--- src/rtl/collision_scan_pkg.sv ---
// Shared types for the collision scanner: object record, FSM states and the
// saturating subtract used by the contact window tests.
package collision_pkg;

  localparam int OBJ_COORD_W = 11;
  localparam int OBJ_EXT_W   = OBJ_COORD_W + 2;

  typedef struct packed {
    logic [OBJ_COORD_W-1:0] left_x;
    logic [OBJ_COORD_W-1:0] top_y;
    logic [OBJ_COORD_W-1:0] right_x;
    logic [OBJ_COORD_W-1:0] bottom_y;
  } obj_t;

  typedef enum logic [1:0] {
    IDLE,
    SCAN,
    DONE
  } cs_state_t;

  // Edge-minus-margin terms clamp at zero instead of wrapping.
  function automatic logic [OBJ_EXT_W-1:0] sat_sub(input logic [OBJ_EXT_W-1:0] a,
                                                   input logic [OBJ_EXT_W-1:0] b);
    return (a > b) ? (a - b) : '0;
  endfunction

endpackage

--- src/rtl/collision_scan_if.sv ---
// Request/result bundle between the physics controller and collision_scan.
// Optional macro COLLISION_HIT_IDX_EN adds the floor_idx result field.
interface collision_scan_if #(
  parameter int OBJ_NUM = 8,
  parameter int COORD_W = 11,
  parameter int X_W     = 10,
  parameter int Y_W     = 9
);

  logic                              start;
  logic                              ack;
  logic [X_W-1:0]                    x;
  logic [Y_W-1:0]                    y;
  logic [OBJ_NUM-1:0][4*COORD_W-1:0] objects;
  logic                              busy;
  logic                              done;
  logic                              up;
  logic                              down;
  logic                              left;
  logic                              right;
  logic [COORD_W-1:0]                ceil_y;
  logic [COORD_W-1:0]                floor_y;
  logic [COORD_W-1:0]                wall_l;
  logic [COORD_W-1:0]                wall_r;
`ifdef COLLISION_HIT_IDX_EN
  localparam int IDX_W = $clog2(OBJ_NUM);
  logic [IDX_W-1:0]                  floor_idx;
`endif

  modport master (
`ifdef COLLISION_HIT_IDX_EN
    input  floor_idx,
`endif
    output start, ack, x, y, objects,
    input  busy, done, up, down, left, right,
    input  ceil_y, floor_y, wall_l, wall_r
  );

  modport slave (
`ifdef COLLISION_HIT_IDX_EN
    output floor_idx,
`endif
    input  start, ack, x, y, objects,
    output busy, done, up, down, left, right,
    output ceil_y, floor_y, wall_l, wall_r
  );

endinterface

--- src/rtl/collision_scan_test.sv ---
// Combinational contact test of one object against the player box. Contact
// bits are raw; the caller gates them with valid (non-empty slot).
module collision_test
  import collision_pkg::*;
#(
  parameter int X_W      = 10,
  parameter int Y_W      = 9,
  parameter int BOX_W    = 10,
  parameter int BOX_H    = 20,
  parameter int V_MARGIN = 10,
  parameter int H_MARGIN = 2
) (
  input  obj_t           obj,
  input  logic [X_W-1:0] x,
  input  logic [Y_W-1:0] y,
  output logic           up,
  output logic           down,
  output logic           left,
  output logic           right,
  output logic           valid
);

  localparam logic [OBJ_EXT_W-1:0] ONE = OBJ_EXT_W'(1);
  localparam logic [OBJ_EXT_W-1:0] VM  = OBJ_EXT_W'(V_MARGIN);
  localparam logic [OBJ_EXT_W-1:0] HM  = OBJ_EXT_W'(H_MARGIN);

  logic [OBJ_EXT_W-1:0] l, t, r, b;
  logic [OBJ_EXT_W-1:0] xl, xr, yt, yb;
  logic                 wx, wy;

  assign l  = OBJ_EXT_W'(obj.left_x);
  assign t  = OBJ_EXT_W'(obj.top_y);
  assign r  = OBJ_EXT_W'(obj.right_x);
  assign b  = OBJ_EXT_W'(obj.bottom_y);
  assign xl = OBJ_EXT_W'(x);
  assign yt = OBJ_EXT_W'(y);
  assign xr = xl + OBJ_EXT_W'(BOX_W);
  assign yb = yt + OBJ_EXT_W'(BOX_H);

  assign valid = (r >= l) && (b >= t);
  assign wx    = (xl <= r) && (xr >= l);
  assign wy    = (yt <= b) && (yb >= t);

  // Each direction is a narrow window around the facing edge plus overlap on the other axis.
  assign up    = (yt <= b + ONE) && (yt >= sat_sub(b, VM)) && wx;
  assign down  = (yb + ONE >= t) && (yb <= t + VM) && wx;
  assign left  = (xl <= r + ONE) && (xl >= sat_sub(r, HM)) && wy;
  assign right = (xr + ONE >= l) && (xr <= l + HM) && wy;

endmodule

--- src/rtl/collision_scan.sv ---
// Sequential sweep of the object table, one object per clock, keeping the nearest edge per direction.
// Optional macro COLLISION_HIT_IDX_EN adds floor_idx (index that supplied floor_y).
module collision_scan
  import collision_pkg::*;
#(
  parameter int OBJ_NUM  = 8,
  parameter int COORD_W  = OBJ_COORD_W,
  parameter int X_W      = 10,
  parameter int Y_W      = 9,
  parameter int BOX_W    = 10,
  parameter int BOX_H    = 20,
  parameter int V_MARGIN = 10,
  parameter int H_MARGIN = 2
) (
  input logic             clk,
  input logic             reset,
  collision_scan_if.slave bus
);

  localparam int                IDX_W    = $clog2(OBJ_NUM);
  localparam logic [IDX_W-1:0]  LAST_IDX = IDX_W'(OBJ_NUM - 1);

  cs_state_t          state_q, state_d;
  logic               load, scan_en;
  logic [IDX_W-1:0]   idx_q;
  logic [X_W-1:0]     px_q;
  logic [Y_W-1:0]     py_q;
  logic               up_q, down_q, left_q, right_q;
  logic [COORD_W-1:0] ceil_q, floor_q, wall_l_q, wall_r_q;
`ifdef COLLISION_HIT_IDX_EN
  logic [IDX_W-1:0]   floor_idx_q;
`endif

  obj_t cur;
  logic c_up, c_down, c_left, c_right, c_valid;
  logic hit_up, hit_down, hit_left, hit_right;

  assign cur = obj_t'(bus.objects[idx_q]);

  collision_test #(
    .X_W      (X_W),
    .Y_W      (Y_W),
    .BOX_W    (BOX_W),
    .BOX_H    (BOX_H),
    .V_MARGIN (V_MARGIN),
    .H_MARGIN (H_MARGIN)
  ) u_test (
    .obj   (cur),
    .x     (px_q),
    .y     (py_q),
    .up    (c_up),
    .down  (c_down),
    .left  (c_left),
    .right (c_right),
    .valid (c_valid)
  );

  assign hit_up    = c_valid & c_up;
  assign hit_down  = c_valid & c_down;
  assign hit_left  = c_valid & c_left;
  assign hit_right = c_valid & c_right;

  always_ff @(posedge clk) begin
    if (reset) state_q <= IDLE;
    else       state_q <= state_d;
  end

  always_comb begin
    state_d = state_q;
    load    = 1'b0;
    scan_en = 1'b0;
    case (state_q)
      IDLE: begin
        if (bus.start) begin
          state_d = SCAN;
          load    = 1'b1;
        end
      end
      SCAN: begin
        scan_en = 1'b1;
        if (idx_q == LAST_IDX) state_d = DONE;
      end
      DONE: begin
        // ack wins; a simultaneous start is dropped and must be re-issued from IDLE.
        if (bus.ack) state_d = IDLE;
      end
      default: state_d = IDLE;
    endcase
  end

  always_ff @(posedge clk) begin
    if (reset || load) begin
      idx_q    <= '0;
      up_q     <= 1'b0;
      down_q   <= 1'b0;
      left_q   <= 1'b0;
      right_q  <= 1'b0;
      ceil_q   <= '0;
      floor_q  <= '0;
      wall_l_q <= '0;
      wall_r_q <= '0;
`ifdef COLLISION_HIT_IDX_EN
      floor_idx_q <= '0;
`endif
      if (reset) begin
        px_q <= '0;
        py_q <= '0;
      end else begin
        px_q <= bus.x;
        py_q <= bus.y;
      end
    end else if (scan_en) begin
      idx_q <= idx_q + IDX_W'(1);
      // Strict compares so that ties keep the earlier edge (and index).
      if (hit_up) begin
        up_q <= 1'b1;
        if (!up_q || (cur.bottom_y > ceil_q)) ceil_q <= cur.bottom_y;
      end
      if (hit_down) begin
        down_q <= 1'b1;
        if (!down_q || (cur.top_y < floor_q)) begin
          floor_q <= cur.top_y;
`ifdef COLLISION_HIT_IDX_EN
          floor_idx_q <= idx_q;
`endif
        end
      end
      if (hit_left) begin
        left_q <= 1'b1;
        if (!left_q || (cur.right_x > wall_l_q)) wall_l_q <= cur.right_x;
      end
      if (hit_right) begin
        right_q <= 1'b1;
        if (!right_q || (cur.left_x < wall_r_q)) wall_r_q <= cur.left_x;
      end
    end
  end

  assign bus.busy    = (state_q == SCAN);
  assign bus.done    = (state_q == DONE);
  assign bus.up      = up_q;
  assign bus.down    = down_q;
  assign bus.left    = left_q;
  assign bus.right   = right_q;
  assign bus.ceil_y  = ceil_q;
  assign bus.floor_y = floor_q;
  assign bus.wall_l  = wall_l_q;
  assign bus.wall_r  = wall_r_q;
`ifdef COLLISION_HIT_IDX_EN
  assign bus.floor_idx = floor_idx_q;
`endif

endmodule
--- src/flat_wrapper.sv ---
// flat-port wrapper written by rule: the top's interface ports become plain ports
module collision_scan_flat import collision_pkg::*;
#(
  parameter int OBJ_NUM  = 8,
  parameter int COORD_W  = OBJ_COORD_W,
  parameter int X_W      = 10,
  parameter int Y_W      = 9,
  parameter int BOX_W    = 10,
  parameter int BOX_H    = 20,
  parameter int V_MARGIN = 10,
  parameter int H_MARGIN = 2
)
  (clk, reset, bus_start, bus_ack, bus_x, bus_y, bus_objects, bus_busy, bus_done, bus_up, bus_down, bus_left, bus_right, bus_ceil_y, bus_floor_y, bus_wall_l, bus_wall_r);
  collision_scan_if #(.OBJ_NUM(OBJ_NUM), .COORD_W(COORD_W), .X_W(X_W), .Y_W(Y_W)) bus_i ();
  input logic clk;
  input logic reset;
  input wire logic [$bits(bus_i.start)-1:0] bus_start;
  input wire logic [$bits(bus_i.ack)-1:0] bus_ack;
  input wire logic [$bits(bus_i.x)-1:0] bus_x;
  input wire logic [$bits(bus_i.y)-1:0] bus_y;
  input wire logic [$bits(bus_i.objects)-1:0] bus_objects;
  output wire logic [$bits(bus_i.busy)-1:0] bus_busy;
  output wire logic [$bits(bus_i.done)-1:0] bus_done;
  output wire logic [$bits(bus_i.up)-1:0] bus_up;
  output wire logic [$bits(bus_i.down)-1:0] bus_down;
  output wire logic [$bits(bus_i.left)-1:0] bus_left;
  output wire logic [$bits(bus_i.right)-1:0] bus_right;
  output wire logic [$bits(bus_i.ceil_y)-1:0] bus_ceil_y;
  output wire logic [$bits(bus_i.floor_y)-1:0] bus_floor_y;
  output wire logic [$bits(bus_i.wall_l)-1:0] bus_wall_l;
  output wire logic [$bits(bus_i.wall_r)-1:0] bus_wall_r;
  assign bus_i.start = bus_start;
  assign bus_i.ack = bus_ack;
  assign bus_i.x = bus_x;
  assign bus_i.y = bus_y;
  assign bus_i.objects = bus_objects;
  assign bus_busy = bus_i.busy;
  assign bus_done = bus_i.done;
  assign bus_up = bus_i.up;
  assign bus_down = bus_i.down;
  assign bus_left = bus_i.left;
  assign bus_right = bus_i.right;
  assign bus_ceil_y = bus_i.ceil_y;
  assign bus_floor_y = bus_i.floor_y;
  assign bus_wall_l = bus_i.wall_l;
  assign bus_wall_r = bus_i.wall_r;
  collision_scan #(.OBJ_NUM(OBJ_NUM), .COORD_W(COORD_W), .X_W(X_W), .Y_W(Y_W), .BOX_W(BOX_W), .BOX_H(BOX_H), .V_MARGIN(V_MARGIN), .H_MARGIN(H_MARGIN)) u_core (.clk(clk), .reset(reset), .bus(bus_i));
endmodule
--- config.mk ---
export PLATFORM = sky130hd
export DESIGN_NAME = collision_scan_flat
export DESIGN_NICKNAME = d
export VERILOG_FILES = /design/src/rtl/collision_scan_pkg.sv /design/src/rtl/collision_scan_if.sv /design/src/rtl/collision_scan_test.sv /design/src/rtl/collision_scan.sv /design/src/flat_wrapper.sv
export SDC_FILE = /design/constraint.sdc
export NUM_CORES = 1
export LEC_CHECK = 0
export CAP_MARGIN = 0
export CORE_UTILIZATION = 26
export CTS_CLUSTER_DIAMETER = 150
export DETAILED_ROUTE_END_ITERATION = 16
export SYNTH_ARGS = -nofsm -noshare
export SYNTH_HDL_FRONTEND = slang
export SYNTH_SLANG_ARGS = --single-unit
--- constraint.sdc ---
create_clock -name clk -period 6.6 [get_ports clk]
set_input_delay 1.32 -clock clk [delete_from_list [all_inputs] [get_ports clk]]
set_output_delay 1.32 -clock clk [all_outputs]
set_load 0.02 [all_outputs]
# Word level (Yosys, flattened, before mapping)
# Cells that the tools add are included.
# op_classes
add_sub_neg	11
order_cmp	21
eq_ne	6
mux	11
n_bitwise	4
reduce_logical	30
# ops
operator	count
$bmux 44 s3	1
$mux 44	1
$ge 11x11->1	3
$ge 13x11->1	2
$mux 13	2
$add 11x1->12 const B	2
$le 10x12->1	2
$gt 11x11->1	2
$lt 11x11->1	2
$reduce_and 3->1	5
$add 13x1->13 const B	1
$ge 10x13->1	1
$ge 9x13->1	1
$le 13x12->1	1
$add 11x2->12 const B	1
$add 11x4->12 const B	1
$le 9x12->1	1
$sub 11x2->12 const B	1
$sub 11x4->12 const B	1
$add 10x1->11 const B	1
$add 10x4->11 const B	1
$ge 10x11->1	1
$gt 11x2->1 const B	1
$gt 11x4->1 const B	1
other kinds (19)	47
# word_totals
regBits	72
input_bits	375
word_cells	95

# Depth between registers and ports, before layout
# logic_depth
depth_word	9
ltp_mapped	22
depth_no_buf	16

# By module
# From an unflattened synthesis, not the netlist that was laid out.
# hier_totals
cells_unflattened	1214
hier_area_um2	11429.7
# by_module_without_submodules
mod	instances	cells_per_inst	area_per_inst_um2
collision_scan	1	577	6552.5
collision_test	1	637	4877.2

# Least setup slack after synthesis
# OpenSTA, ideal clock, no wires.
# synth_path
path_type	input to register
from	in bus_objects[143]
to	reg u_core.wall_l_q[1] (netlist: u_core.bus.wall_l[1])
setup_time_ns	0.080
arrival_time_ns	4.919
required_time_ns	6.520
setup_slack_ns	1.600
stages	18
n_path_buf	2
path_cell_list	mux4_2 -> mux2_2 -> inv_1 -> ha_1 -> o2111ai_1 -> or3_1 -> clkbuf_1 -> and2_1 -> ha_1 -> nand2b_1 -> a21o_1 -> a21o_1 -> a31oi_1 -> o21ai_0 -> and4b_4 -> and2_4 -> buf_6 -> a211oi_2
# synth_rtl
item	line	source
start: declaration	flat_wrapper.sv:21	input wire logic [$bits(bus_i.objects)-1:0] bus_objects;
end signal: assignment	collision_scan.sv:130	if (!left_q || (cur.right_x > wall_l_q)) wall_l_q <= cur.right_x;
end: declaration	collision_scan.sv:29	logic [COORD_W-1:0] ceil_q, floor_q, wall_l_q, wall_r_q;

==> impl_metrics.tcl <==
set metrics [dict create \
    run_status "finished clean" \
    gp_congestion 0.909 \
    via_per_inst 5.20 \
    synth_top_cell_area_share_pct 21.3 \
    grt_pass1_wl_um 69000 \
    cts_resized 0 \
    synth_seq_cells 72 \
    cts_hold_buffers 0 \
    cts_buffers 9 \
    cts_tree "yes" \
    io_pins 425 \
    antenna_left 0 \
    fin_worst_skew_ns 0.00961 \
    grt_use_total_pct 19.2 \
    synthFlopType "dfxtp_1" \
    syn_nets 1826 \
    relSlewSlack_pct 33.7 \
    critical_path_arrival_ns 5.77 \
    preCtsSetupSlack_ns 0.764 \
    worstPathRequired_ns 6.86 \
    design_area_mm2 0.0169 \
    die_area_mm2 0.0462 \
    setup_ws_ns 1.10 \
    register_area_mm2 0.00164 \
    htree_num_levels 3 \
    critical_path_class "in2reg" \
    syn_area_mm2 0.0118 \
    fmax_mhz 182 \
    synthArstFlopShare_pct 0 \
    drc 0 \
    initial_core_util_pct 26.5 \
    setup_violations 0 \
    antenna_found_initial 0 \
    vdd_drop_max_mv 0.0841 \
    finalCritPeriodShare_pct 83.4 \
    rsz0062_at_grt "no" \
    fill_cells 4455 \
    rows 77 \
    dpl.hpwl_um 37600 \
    nNetsFinal 2237 \
    portBuffers 424 \
    wirelength_um 45100 \
    yosys.area.top_type "ha_1" \
    die-width_um 215 \
    tns_ns 0 \
    placed_area_mm2 0.0166 \
    worst_pin_slew_ns 0.987 \
    cts_buffer_depth 2 \
    cts_num_sinks 72 \
    static-leakage-power_uw 0.00664 \
    routedWlPerCell_um 20.0 \
    pwr_density_cell_mw_per_mm2 129 \
    synth-edff-count 19 \
    syn_inst 1250 \
    drive_gt1_share_pct 11.0 \
    period_minus_slack_ns 5.50 \
    seq_area_frac_synth_pct 13.8 \
    dr.pass1.iters 5 \
    multi_input_area_mm2 0.00935 \
    hold_class "reg2reg" \
    end_kind "register" \
    finalHoldViolations 0 \
    synth_warnings 0 \
    vias 11752 \
    start_kind "input pin" \
    grt_pass1_vias 12166 \
    synth_area_leaders "ha_1 21%, mux4_2 15%, dfxtp_1 9.0%, mux2i_1 4.8%, edfxtp_1 4.8%" \
    grt_overflow 0 \
    slew_violations 0 \
    syn_area_per_cell_um2 9.43 \
    drt_iter0_markers 567 \
    root_buffer "clkbuf_16" \
    cts_setup_buffers 0 \
    chipHeight_um 215 \
    diodes 0 \
    area_delta_synth_final_pct 43.6 \
    maxCapViolations 0 \
    clk_latency_ns 0.35 \
    grt_max_degree 57 \
    hold_ws_ns 0.469 \
    core_area_mm2 0.0445 \
    clk_pin_slew_worst_paths_ns 0.07 \
    critPathMaxFanout 12 \
    ys_types 81 \
]
[through the flow]
stage          std cells  total power [µW]  utilization, %
2_1_floorplan       1250              1200               -
3_3_place_gp        2242              1630            37.4
3_5_place_dp        2242              1660            37.4
4_1_cts             2258              2200            38.0
5_1_grt             2258              2340            38.0
6_report            2258              2180            38.0
[critical path, cell delays in order]
cell and delay, ns:
clkdlybuf4s50_1 0.43, mux4_2 0.47, mux2_2 0.34, inv_1 0.20, ha_1 0.25, o2111ai_1 0.15, or3_1 0.54, and2_1 0.21
ha_1 0.26, nand2b_1 0.14, a21o_1 0.18, a21o_1 0.17, a31oi_1 0.14, o21ai_0 0.18, and4b_4 0.31, and2_4 0.21
a211oi_1 0.25
[per-layer routing]
metal	vias to the layer above	global-route usage, %	share of wire, %
met3	78	3.07	5.8
li1	5597	-	-
met5	-	0	0
met1	5633	23.2	42
met4	0	6.31	2.7
met2	444	34.4	50
[state kept, by name (all words and copies together), names as in the netlist, 2 cells and up]
register / cells
u_core.bus.ceil_y: 11
u_core.bus.floor_y: 11
u_core.bus.wall_l: 11
u_core.bus.wall_r: 11
u_core.idx_q: 3
u_core.px_q: 10
u_core.py_q: 9
u_core.state_q: 2
[area by class of cell]
class / instances / area share, %
multi-input combinational: 1015 / 55.2
timing repair buffer: 452 / 26.5
sequential: 72 / 9.69
tap: 592 / 4.38
inverter: 111 / 2.49
clock buffer: 9 / 1.33
clock inverter: 7 / 0.414
[Yosys cell counts (5+ instances only)]
master,count
a211o_1,6
a211oi_1,26
a211oi_2,10
a21o_1,30
a21oi_1,68
a31oi_1,20
and2_1,5
and3_1,11
buf_2,15
buf_4,7
buf_6,9
clkbuf_1,14
dfxtp_1,53
edfxtp_1,19
ha_1,201
inv_1,100
inv_2,10
mux2_2,12
mux2i_1,57
mux2i_2,5
mux2i_4,8
mux4_2,77
nand2_1,83
nand2b_1,15
nand3_1,42
nand4_1,38
nor2_1,40
nor2b_1,35
nor3_1,14
nor4_1,6
o2111ai_1,7
o211ai_1,6
o21a_1,12
o21ai_0,38
o31ai_1,12
xnor2_1,55
xor2_1,10
[final timing paths]
| check | cells past startpoint | slack (ns) | endpoint | start |
|---|---|---|---|---|
| hold / removal | 1 | 0.47 | u_core.state_q[0] | u_core.state_q[1] |
| setup / recovery | 17 | 1.10 | u_core.bus.wall_l[0] | bus_objects[319] |
| hold reg to reg | 1 | 0.47 | u_core.state_q[0] | u_core.state_q[1] |
| setup reg to reg | 15 | 1.50 | u_core.bus.floor_y[4] | u_core.idx_q[2] |
[power by group]
part           switching [µW]  internal [µW]  total (µW)
logic                     557            598        1160
clock network             228            294         522
registers                35.7            466         502
total                     821           1360        2180
[cells by family after synthesis]
kind of cell	after synthesis	synth area share [%]
AO/OA/AOI/OAI	276	16.2
XOR/XNOR	65	4.83
adder cells (fa/ha/maj)	201	21.3
buffers and inverters	163	6.88
flip-flops	72	13.8
multiplexers	161	23.0
other	1	0.0318
AND/OR/NAND/NOR	311	13.9
[cell usage in the layout, fill, tap and decap left out, types with 20 or more instances in the layout]
master             n
buf_4             26
nand4_1           38
clkdlybuf4s50_1  424
a211oi_1          26
xnor2_1           55
ha_1             201
dfxtp_1           50
a21o_1            30
nor2b_1           35
mux4_2            77
nand2_1           83
inv_1             99
nand3_1           42
a31oi_1           20
o21ai_0           38
nor2_1            40
mux2i_1           57
a21oi_1           67
No activity file was read; power rests on OpenSTA's default activity.
